<file path="src/rtl/clkdiv_calib_pkg.sv">
// Shared types and helpers for the CLKDIV/IDES8 word-alignment controller.
package clkdiv_calib_pkg;

  typedef enum logic [2:0] {
    StHold,
    StSettle,
    StCheck,
    StSlip,
    StSlipWait,
    StLocked,
    StFail
  } state_e;

  localparam logic [7:0] TrainDefault = 8'hB4;

  // Width of the shared down-timer: holds any load value up to max(a, b, c) - 1.
  function automatic int unsigned timer_width(int unsigned a, int unsigned b, int unsigned c);
    int unsigned m;
    m = a;
    if (b > m) m = b;
    if (c > m) m = c;
    return (m < 2) ? 1 : $clog2(m);
  endfunction

endpackage

</file>
<file path="src/rtl/clkdiv_calib_ctrl_if.sv">
// Word input, restart request and CLKDIV control/status outputs of the alignment controller.
interface clkdiv_calib_ctrl_if #(
  parameter int unsigned W  = 8,
  parameter int unsigned SW = 3
);

  logic [W-1:0]  word_in;
  logic          word_valid;
  logic          realign;
  logic          clkdiv_resetn;
  logic          calib;
  logic          locked;
  logic          fail;
  logic [SW-1:0] slip_cnt;

  // master: the controller; slave: the deserialiser/system side.
  modport master (
    input  word_in, word_valid, realign,
    output clkdiv_resetn, calib, locked, fail, slip_cnt
  );

  modport slave (
    output word_in, word_valid, realign,
    input  clkdiv_resetn, calib, locked, fail, slip_cnt
  );

endinterface

</file>
<file path="src/rtl/cal_timer.sv">
// Loadable down-counter that stops at zero; load wins over counting.
module cal_timer #(
  parameter int unsigned     Width    = 5,
  parameter logic [Width-1:0] ResetVal = '0
) (
  input  logic             clk_i,
  input  logic             rst_ni,
  input  logic             load_i,
  input  logic [Width-1:0] load_val_i,
  output logic             zero_o
);

  logic [Width-1:0] cnt_q, cnt_d;

  always_comb begin
    cnt_d = cnt_q;
    if (load_i) begin
      cnt_d = load_val_i;
    end else if (cnt_q != '0) begin
      cnt_d = cnt_q - 1'b1;
    end
  end

  always_ff @(posedge clk_i or negedge rst_ni) begin
    if (!rst_ni) begin
      cnt_q <= ResetVal;
    end else begin
      cnt_q <= cnt_d;
    end
  end

  assign zero_o = (cnt_q == '0);

endmodule

</file>
<file path="src/rtl/clkdiv_calib_ctrl.sv">
// Holds the CLKDIV in reset, releases it, then bit-slips via calib until the training word
// is seen MATCH_CNT times in a row or the slip budget is spent.
module clkdiv_calib_ctrl
  import clkdiv_calib_pkg::*;
#(
  parameter int unsigned     DIV       = 8,
  parameter logic [DIV-1:0]  TRAIN     = DIV'(TrainDefault),
  parameter int unsigned     RST_HOLD  = 16,
  parameter int unsigned     SETTLE    = 32,
  parameter int unsigned     SLIP_WAIT = 16,
  parameter int unsigned     MATCH_CNT = 4,
  parameter int unsigned     MAX_SLIP  = DIV - 1
) (
  input  logic                clkin,
  input  logic                resetn,
  clkdiv_calib_ctrl_if.master bus
);

  localparam int unsigned TW = timer_width(RST_HOLD, SETTLE, SLIP_WAIT);
  localparam int unsigned SW = (MAX_SLIP > 0) ? $clog2(MAX_SLIP + 1) : 1;
  localparam int unsigned MW = $clog2(MATCH_CNT + 1);

  state_e          state_q, state_d;
  logic [MW-1:0]   match_q, match_d;
  logic [SW-1:0]   slip_q, slip_d;
  logic            rstn_q, calib_q, locked_q, fail_q;
  logic            tmr_load;
  logic [TW-1:0]   tmr_val;
  logic            tmr_zero;

  cal_timer #(
    .Width    (TW),
    .ResetVal (TW'(RST_HOLD - 1))
  ) u_timer (
    .clk_i      (clkin),
    .rst_ni     (resetn),
    .load_i     (tmr_load),
    .load_val_i (tmr_val),
    .zero_o     (tmr_zero)
  );

  always_comb begin
    state_d  = state_q;
    match_d  = match_q;
    slip_d   = slip_q;
    tmr_load = 1'b0;
    tmr_val  = TW'(RST_HOLD - 1);
    if (bus.realign) begin
      state_d  = StHold;
      match_d  = '0;
      slip_d   = '0;
      tmr_load = 1'b1;
    end else begin
      case (state_q)
        StHold: begin
          if (tmr_zero) begin
            state_d  = StSettle;
            tmr_load = 1'b1;
            tmr_val  = TW'(SETTLE - 1);
          end
        end
        StSettle: begin
          if (tmr_zero) begin
            state_d = StCheck;
            match_d = '0;
          end
        end
        StCheck: begin
          if (bus.word_valid) begin
            if (bus.word_in == TRAIN) begin
              if (match_q != MW'(MATCH_CNT)) match_d = match_q + 1'b1;
              if (match_q == MW'(MATCH_CNT - 1)) state_d = StLocked;
            end else if (slip_q == SW'(MAX_SLIP)) begin
              state_d = StFail;
            end else begin
              state_d = StSlip;
            end
          end
        end
        StSlip: begin
          state_d  = StSlipWait;
          slip_d   = slip_q + 1'b1;
          match_d  = '0;
          tmr_load = 1'b1;
          tmr_val  = TW'(SLIP_WAIT - 1);
        end
        StSlipWait: begin
          if (tmr_zero) state_d = StCheck;
        end
        StLocked, StFail: begin
        end
        default: state_d = StHold;
      endcase
    end
  end

  // Outputs are decoded from the next state so each one is a plain register.
  always_ff @(posedge clkin or negedge resetn) begin
    if (!resetn) begin
      state_q  <= StHold;
      match_q  <= '0;
      slip_q   <= '0;
      rstn_q   <= 1'b0;
      calib_q  <= 1'b0;
      locked_q <= 1'b0;
      fail_q   <= 1'b0;
    end else begin
      state_q  <= state_d;
      match_q  <= match_d;
      slip_q   <= slip_d;
      rstn_q   <= (state_d != StHold);
      calib_q  <= (state_d == StSlip);
      locked_q <= (state_d == StLocked);
      fail_q   <= (state_d == StFail);
    end
  end

  assign bus.clkdiv_resetn = rstn_q;
  assign bus.calib         = calib_q;
  assign bus.locked        = locked_q;
  assign bus.fail          = fail_q;
  assign bus.slip_cnt      = slip_q;

endmodule
</file>
<file path="src/flat_wrapper.sv">
// flat-port wrapper written by rule: the top's interface ports become plain ports
module clkdiv_calib_ctrl_flat import clkdiv_calib_pkg::*;
#(
  parameter int unsigned     DIV       = 8,
  parameter logic [DIV-1:0]  TRAIN     = DIV'(TrainDefault),
  parameter int unsigned     RST_HOLD  = 16,
  parameter int unsigned     SETTLE    = 32,
  parameter int unsigned     SLIP_WAIT = 16,
  parameter int unsigned     MATCH_CNT = 4,
  parameter int unsigned     MAX_SLIP  = DIV - 1
)
  (clkin, resetn, bus_word_in, bus_word_valid, bus_realign, bus_clkdiv_resetn, bus_calib, bus_locked, bus_fail, bus_slip_cnt);
  clkdiv_calib_ctrl_if bus_i ();
  input  logic clkin;
  input  logic resetn;
  input wire logic [$bits(bus_i.word_in)-1:0] bus_word_in;
  input wire logic [$bits(bus_i.word_valid)-1:0] bus_word_valid;
  input wire logic [$bits(bus_i.realign)-1:0] bus_realign;
  output wire logic [$bits(bus_i.clkdiv_resetn)-1:0] bus_clkdiv_resetn;
  output wire logic [$bits(bus_i.calib)-1:0] bus_calib;
  output wire logic [$bits(bus_i.locked)-1:0] bus_locked;
  output wire logic [$bits(bus_i.fail)-1:0] bus_fail;
  output wire logic [$bits(bus_i.slip_cnt)-1:0] bus_slip_cnt;
  assign bus_i.word_in = bus_word_in;
  assign bus_i.word_valid = bus_word_valid;
  assign bus_i.realign = bus_realign;
  assign bus_clkdiv_resetn = bus_i.clkdiv_resetn;
  assign bus_calib = bus_i.calib;
  assign bus_locked = bus_i.locked;
  assign bus_fail = bus_i.fail;
  assign bus_slip_cnt = bus_i.slip_cnt;
  clkdiv_calib_ctrl #(.DIV(DIV), .TRAIN(TRAIN), .RST_HOLD(RST_HOLD), .SETTLE(SETTLE), .SLIP_WAIT(SLIP_WAIT), .MATCH_CNT(MATCH_CNT), .MAX_SLIP(MAX_SLIP)) u_core (.clkin(clkin), .resetn(resetn), .bus(bus_i));
endmodule
</file>
<file path="config.mk">
export PLATFORM = sky130hd
export DESIGN_NAME = clkdiv_calib_ctrl_flat
export DESIGN_NICKNAME = d
export VERILOG_FILES = /design/src/rtl/clkdiv_calib_pkg.sv /design/src/rtl/clkdiv_calib_ctrl_if.sv /design/src/rtl/cal_timer.sv /design/src/rtl/clkdiv_calib_ctrl.sv /design/src/flat_wrapper.sv
export SDC_FILE = /design/constraint.sdc
export NUM_CORES = 1
export LEC_CHECK = 0
export CAP_MARGIN = 20
export CORE_ASPECT_RATIO = 1.1
export CORE_MARGIN = 2
export CORE_UTILIZATION = 45
export DETAILED_ROUTE_END_ITERATION = 8
export PLACE_DENSITY = 0.78
export SLEW_MARGIN = 5
export SYNTH_ARGS = -nofsm -noshare
export SYNTH_HDL_FRONTEND = slang
export SYNTH_SLANG_ARGS = --single-unit
</file>
<file path="constraint.sdc">
create_clock -name clkin -period 4.32 [get_ports clkin]
set_clock_uncertainty 0.05 [all_clocks]
set_input_delay 0.864 -clock clkin [delete_from_list [all_inputs] [get_ports clkin]]
set_output_delay 0.864 -clock clkin [all_outputs]
set_load 0.03 [all_outputs]
</file>
### Word level (Yosys, flattened, before mapping)

Index checks and enable logic that the tools add are counted.
Widths: inputs -> output; s select.

| storage, ports and cells | value |
|---|---|
| flip-flop bits (word level) | 18 |
| input port bits | 12 |
| word-level logic and storage cells | 62 |

| operators by class | value |
|---|---|
| equal/unequal tests | 17 |
| reductions and logical operators | 10 |
| add/subtract/negate cells | 3 |
| mux-type cells | 24 |

Operators by type and width:

| cell | count |
|---|---|
| $mux 3 | 14 |
| $mux 5 | 5 |
| $eq 3x3->1 const B | 6 |
| $pmux 3 s5 | 1 |
| $eq 3x2->1 const B | 4 |
| $ne 3x2->1 const B | 3 |
| $pmux 3 s3 | 1 |
| $eq 8x8->1 const B | 1 |
| $add 3x1->3 const B | 2 |
| $ne 3x3->1 const B | 2 |
| $logic_not 5->1 | 1 |
| $reduce_and 5->1 | 1 |
| $reduce_bool 5->1 | 1 |
| $sub 5x1->5 const B | 1 |
| $reduce_bool 2->1 | 2 |
| $reduce_bool 4->1 | 1 |
| $reduce_or 2->1 | 2 |
| $eq 3x1->1 const B | 1 |
| $logic_not 3->1 | 1 |
| $reduce_bool 3->1 | 1 |
| $mux 1 | 2 |
| $pmux 1 s2 | 1 |

### Longest topological paths before layout

| logic depth | value |
|---|---|
| depth after elaboration | 7 |
| gate-level depth with buffers | 8 |
| depth with buffers taken out | 7 |

### Hierarchy

A second synthesis with hierarchy kept.

| second synthesis, totals | value |
|---|---|
| cells, all modules | 112 |
| area, all modules | 1113.6 µm² |

Modules (own cells, without submodules):

| module | cells each | sequential area each (µm²) | instances | area an instance (µm²) |
|---|---|---|---|---|
| clkdiv_calib_ctrl | 85 | 325.3 | 1 | 829.5 |
| cal_timer | 27 | 130.1 | 1 | 284.0 |

### Worst setup path after synthesis

No wires, ideal clock.

| timing path | value |
|---|---|
| path type | input-to-reg |
| start point | input port bus_word_in[1] |
| end point | register u_core.match_q[0] |
| path buffers | 0 |
| setup time | 0.119 ns |
| setup slack | 2.242 ns |
| data required time | 4.151 ns |
| cell stages on the path | 5 |
| arrival time | 1.909 ns |
| cell sequence | nor4b_4 -> nand4b_1 -> a211oi_4 -> mux2i_1 -> nor2_1 |

| between the ends | value |
|---|---|
| longest elaborated chain between the ends | 3 |

Ends and longest elaborated chain:

| what | RTL line | RTL |
|---|---|---|
| start: declaration | flat_wrapper.sv:16 | `input wire logic [$bits(bus_i.word_in)-1:0] bus_word_in;` |
| $eq 8x8->1 | clkdiv_calib_ctrl.sv:70 | `if (bus.word_in == TRAIN) begin` |
| $ne 3x2->1 (no line) | - |  |
| $reduce_and 5->1 (no line) | - |  |
| end signal: assignment | clkdiv_calib_ctrl.sv:109 | `match_q <= match_d;` |
| end: declaration | clkdiv_calib_ctrl.sv:24 | `logic [MW-1:0] match_q, match_d;` |

No other way between the ends.
A chain may end at the register's enable or synchronous reset.

### Worst setup path after layout

Ends and elaborated chain as after synthesis.

==> results.md <==
- Result of the run: complete, no violations
- Post-layout min period: 2.36 ns
- Count of state elements after synthesis: 18
- Fraction of final layout cells sized beyond drive strength 1: 15.4%
- Number of distinct library cells after synthesis: 36
- YS warnings: 0
- Number of nets with antenna violations after detailed routing: 0
- VDD IR-drop max: 234 µV
- Length in cells of the worst reg-to-reg path: 8
- EDFF count, synth: 0
- Clock-pin slew of the registers on the worst-case setup and hold paths: 0.11 ns
- Final clock period utilization by the worst path: 54.6%
- Antenna violations before repair: 0
- GP Congestion: 0.805
- Total congestion overflow: 0
- Reg-to-reg slack, setup: 2.17 ns
- FMAX: 424 MHz
- Finished Core Util: 54.9%
- Crit path required time: roughly 4.5 ns
- Critical Path AT: 2.49 ns
- First-pass GRT wire length: about 3.8 mm
- Unrepaired setup endpoints after global routing: no
- Pwr per Cell Area: 228 nW/µm²
- Top routing layer used: met4
- Relative area change from synthesis to final layout: 17.8%
- Maximum level of the CTS H-tree: 1
- Post-CTS setup buffers: 0
- Most area-consuming cells after synthesis: sky130_fd_sc_hd__dfrtp_1 30%, sky130_fd_sc_hd__dfstp_2 9.1%, sky130_fd_sc_hd__ha_1 7.6%
- Via count of the first global-routing pass: 890
- Post-synthesis instance area: 1150 µm²
- Number of violations of the max-capacitance limit: 0
- Synthesized instance count: 112
- Antenna diode count: 0
- Count of buffers inserted at the top-level ports: 18
- Endpoint of the lowest-slack register-to-register path: u_core.bus.locked$_DFF_PN0_
- Total via count in the routed design: 854
- Number of DRC markers after the initial detailed-route iteration: 20
- Vias per Instance: 5.30
- Effective utilization at floorplan: 46.6%
- WL met2: 1.10 mm
- Total GRT Usage: between 10% and 20%
- Total CTS buffers: 3
- Worst setup timing slack at the placement stage: approximately 1.6 ns
- Number of failing setup endpoints in the final timing report: 0
- TritonCTS clock tree: yes
- Total length of routed wires: 2.22 mm
- Count of clock tree sinks: 18
- Nets@finish: 150
- Die area: 2980 µm²
- DRC: 0
- Post-CTS Resized: 0
- Post-synth top area share: between 30% and 40%
- I/O pin count: 19
- Detailed-routing wirelength on met1: 1.00 mm
- X dimension of the die: roughly 52 µm
- Maximum fanout count along the critical path: 3
- Transition time at the pin with the least slew margin: approximately 0.82 ns
- Clock latency on the worst-skew pair: 0.30 ns
- Share of async-settable or async-resettable flops after synthesis: 100%
- Type of element launching the critical path: primary input
- Max Root-Sink Buffers: 2
- # hold bufs at CTS: 0
- Leakage: 0.576 nW
- Leading area contributor after synthesis: sky130_fd_sc_hd__dfrtp_1
- Chip height: about 57 µm
- Total power after layout: 310 µW
- Worst setup endpoint: u_core.match_q[0]$_DFFE_PN0P_
- Hold slack final: 0.487 ns
- Detailed-route wire length per cell: 13.8 µm
- Worst setup path startpoint: bus_word_in[1]
- Number of detailed-route iterations in the first pass: 4
- Hpwl dp: 1.61 mm
- Kind of capture point of the worst setup path: flip-flop
- Predominant post-synthesis flop cell: sky130_fd_sc_hd__dfrtp_1
- Avg Synthesized Cell Area: 10.3 µm²
- Site Rows: 19
- Pins Over Slew Limit: 0
- Core Region: between 2000 and 2500 µm²
- Headroom to the max-slew limit: 45.4%
- Largest net degree at the start of global routing: 19
- Hold crit path type: flip-flop to flip-flop
- Wire length on met3: 96 µm
- Clk Tree Root Cell: sky130_fd_sc_hd__clkbuf_4
- Launching point of the worst reg2reg path: u_core.u_timer.cnt_q[0]$_DFFE_PN1P_
- Final-report hold violation count: 0
- Final worst setup slack: 1.96 ns
- Total negative slack: 0 ns
- Post-synthesis sequential area ratio: 39.5%
- Category of the most critical setup path: primary input to flip-flop
- Total nets after synthesis: 131
layer usage:
metal	up-vias	track usage (%)
met5	-	0
met4	0	4.40
met3	6	2.09
met2	19	30.0
met1	415	20.6
li1	414	-
how the worst min path moves through the flow:
stage / startpoint / to / slack, ns / cells past startpoint
2_1_floorplan: u_core.u_timer.cnt_q[1]$_DFFE_PN1P_ / u_core.u_timer.cnt_q[1]$_DFFE_PN1P_ / 0.43 / 2
3_5_place_dp: u_core.u_timer.cnt_q[1]$_DFFE_PN1P_ / u_core.u_timer.cnt_q[1]$_DFFE_PN1P_ / 0.48 / 2
5_1_grt: u_core.u_timer.cnt_q[1]$_DFFE_PN1P_ / u_core.u_timer.cnt_q[1]$_DFFE_PN1P_ / 0.51 / 2
3_3_place_gp: u_core.u_timer.cnt_q[1]$_DFFE_PN1P_ / u_core.u_timer.cnt_q[1]$_DFFE_PN1P_ / 0.44 / 2
6_report: u_core.u_timer.cnt_q[1]$_DFFE_PN1P_ / u_core.u_timer.cnt_q[1]$_DFFE_PN1P_ / 0.49 / 2
4_1_cts: u_core.u_timer.cnt_q[1]$_DFFE_PN1P_ / u_core.u_timer.cnt_q[1]$_DFFE_PN1P_ / 0.49 / 2
synthesized netlist by cell type, types with 2 or more instances:
library cell	n
sky130_fd_sc_hd__xnor2_1	3
sky130_fd_sc_hd__nor3b_2	2
sky130_fd_sc_hd__inv_1	7
sky130_fd_sc_hd__xor2_1	2
sky130_fd_sc_hd__nor4b_2	2
sky130_fd_sc_hd__dfstp_2	4
sky130_fd_sc_hd__buf_6	2
sky130_fd_sc_hd__a21oi_1	5
sky130_fd_sc_hd__nor3_1	4
sky130_fd_sc_hd__nand4b_1	3
sky130_fd_sc_hd__clkbuf_8	2
sky130_fd_sc_hd__dfrtp_1	14
sky130_fd_sc_hd__nand2_1	8
sky130_fd_sc_hd__nand2b_1	2
sky130_fd_sc_hd__nor2_1	17
sky130_fd_sc_hd__mux2i_1	7
sky130_fd_sc_hd__nand3_1	3
sky130_fd_sc_hd__ha_1	7
cells by family (layout without fill, tap and decap cells):
group	Yosys count	after routing	synth area share, %
AND/OR/NAND/NOR	50	50	26.5
flip-flops	18	18	39.5
AO/OA/AOI/OAI	13	13	9.23
buffers and inverters	12	30	7.28
adder cells (fa/ha/maj)	7	7	7.60
multiplexers	7	7	6.08
XOR/XNOR	5	5	3.80
layout by cell type (no fill, tap or decap), drive strengths merged, types with 2 or more instances in the layout:
cell type,count
a21oi,6
clkbuf,4
clkdlybuf4s50,18
dfrtp,14
dfstp,4
ha,7
inv,7
mux2i,7
nand2,8
nand2b,2
nand3,3
nand4b,3
nor2,17
nor3,4
nor3b,3
nor4b,3
or2,2
xnor2,3
xor2,2
worst max-delay path, cell delays in order:
cell and delay (ns):
sky130_fd_sc_hd__clkdlybuf4s50_1 0.45, sky130_fd_sc_hd__nor4b_4 0.33, sky130_fd_sc_hd__nand4b_1 0.20, sky130_fd_sc_hd__a211oi_4 0.37, sky130_fd_sc_hd__mux2i_1 0.22, sky130_fd_sc_hd__nor2_1 0.06
where the power goes:
group	switching, mW	internal, mW
logic	0.0137	0.0153
registers	0.00262	0.173
clock network	0.0537	0.0514
per-stage QoR:
stage / cell area [µm²] / cells
2_1_floorplan: 1150 / 112
3_3_place_gp: 1310 / 156
3_5_place_dp: 1310 / 156
4_1_cts: 1350 / 160
5_1_grt: 1360 / 161
6_report: 1360 / 161
cell type report:
type | instances | area (µm²)
Fill cell | 222 | 1110
Multi-Input combinational cell | 82 | 613
Sequential cell | 18 | 455
Timing Repair Buffer | 19 | 188
Tap cell | 31 | 38.8
Clock buffer | 4 | 36.3
Inverter | 7 | 26.3
registers in the layout, indices dropped and copies added (netlist names):
| register | cells |
|---|---|
| u_core.u_timer.cnt_q | 5 |
| u_core.bus.slip_cnt | 3 |
| u_core.match_q | 3 |
| u_core.state_q | 3 |
| u_core.bus.calib | 1 |
| u_core.bus.clkdiv_resetn | 1 |
| u_core.bus.fail | 1 |
| u_core.bus.locked | 1 |
No activity file was read; power rests on OpenSTA's default activity.
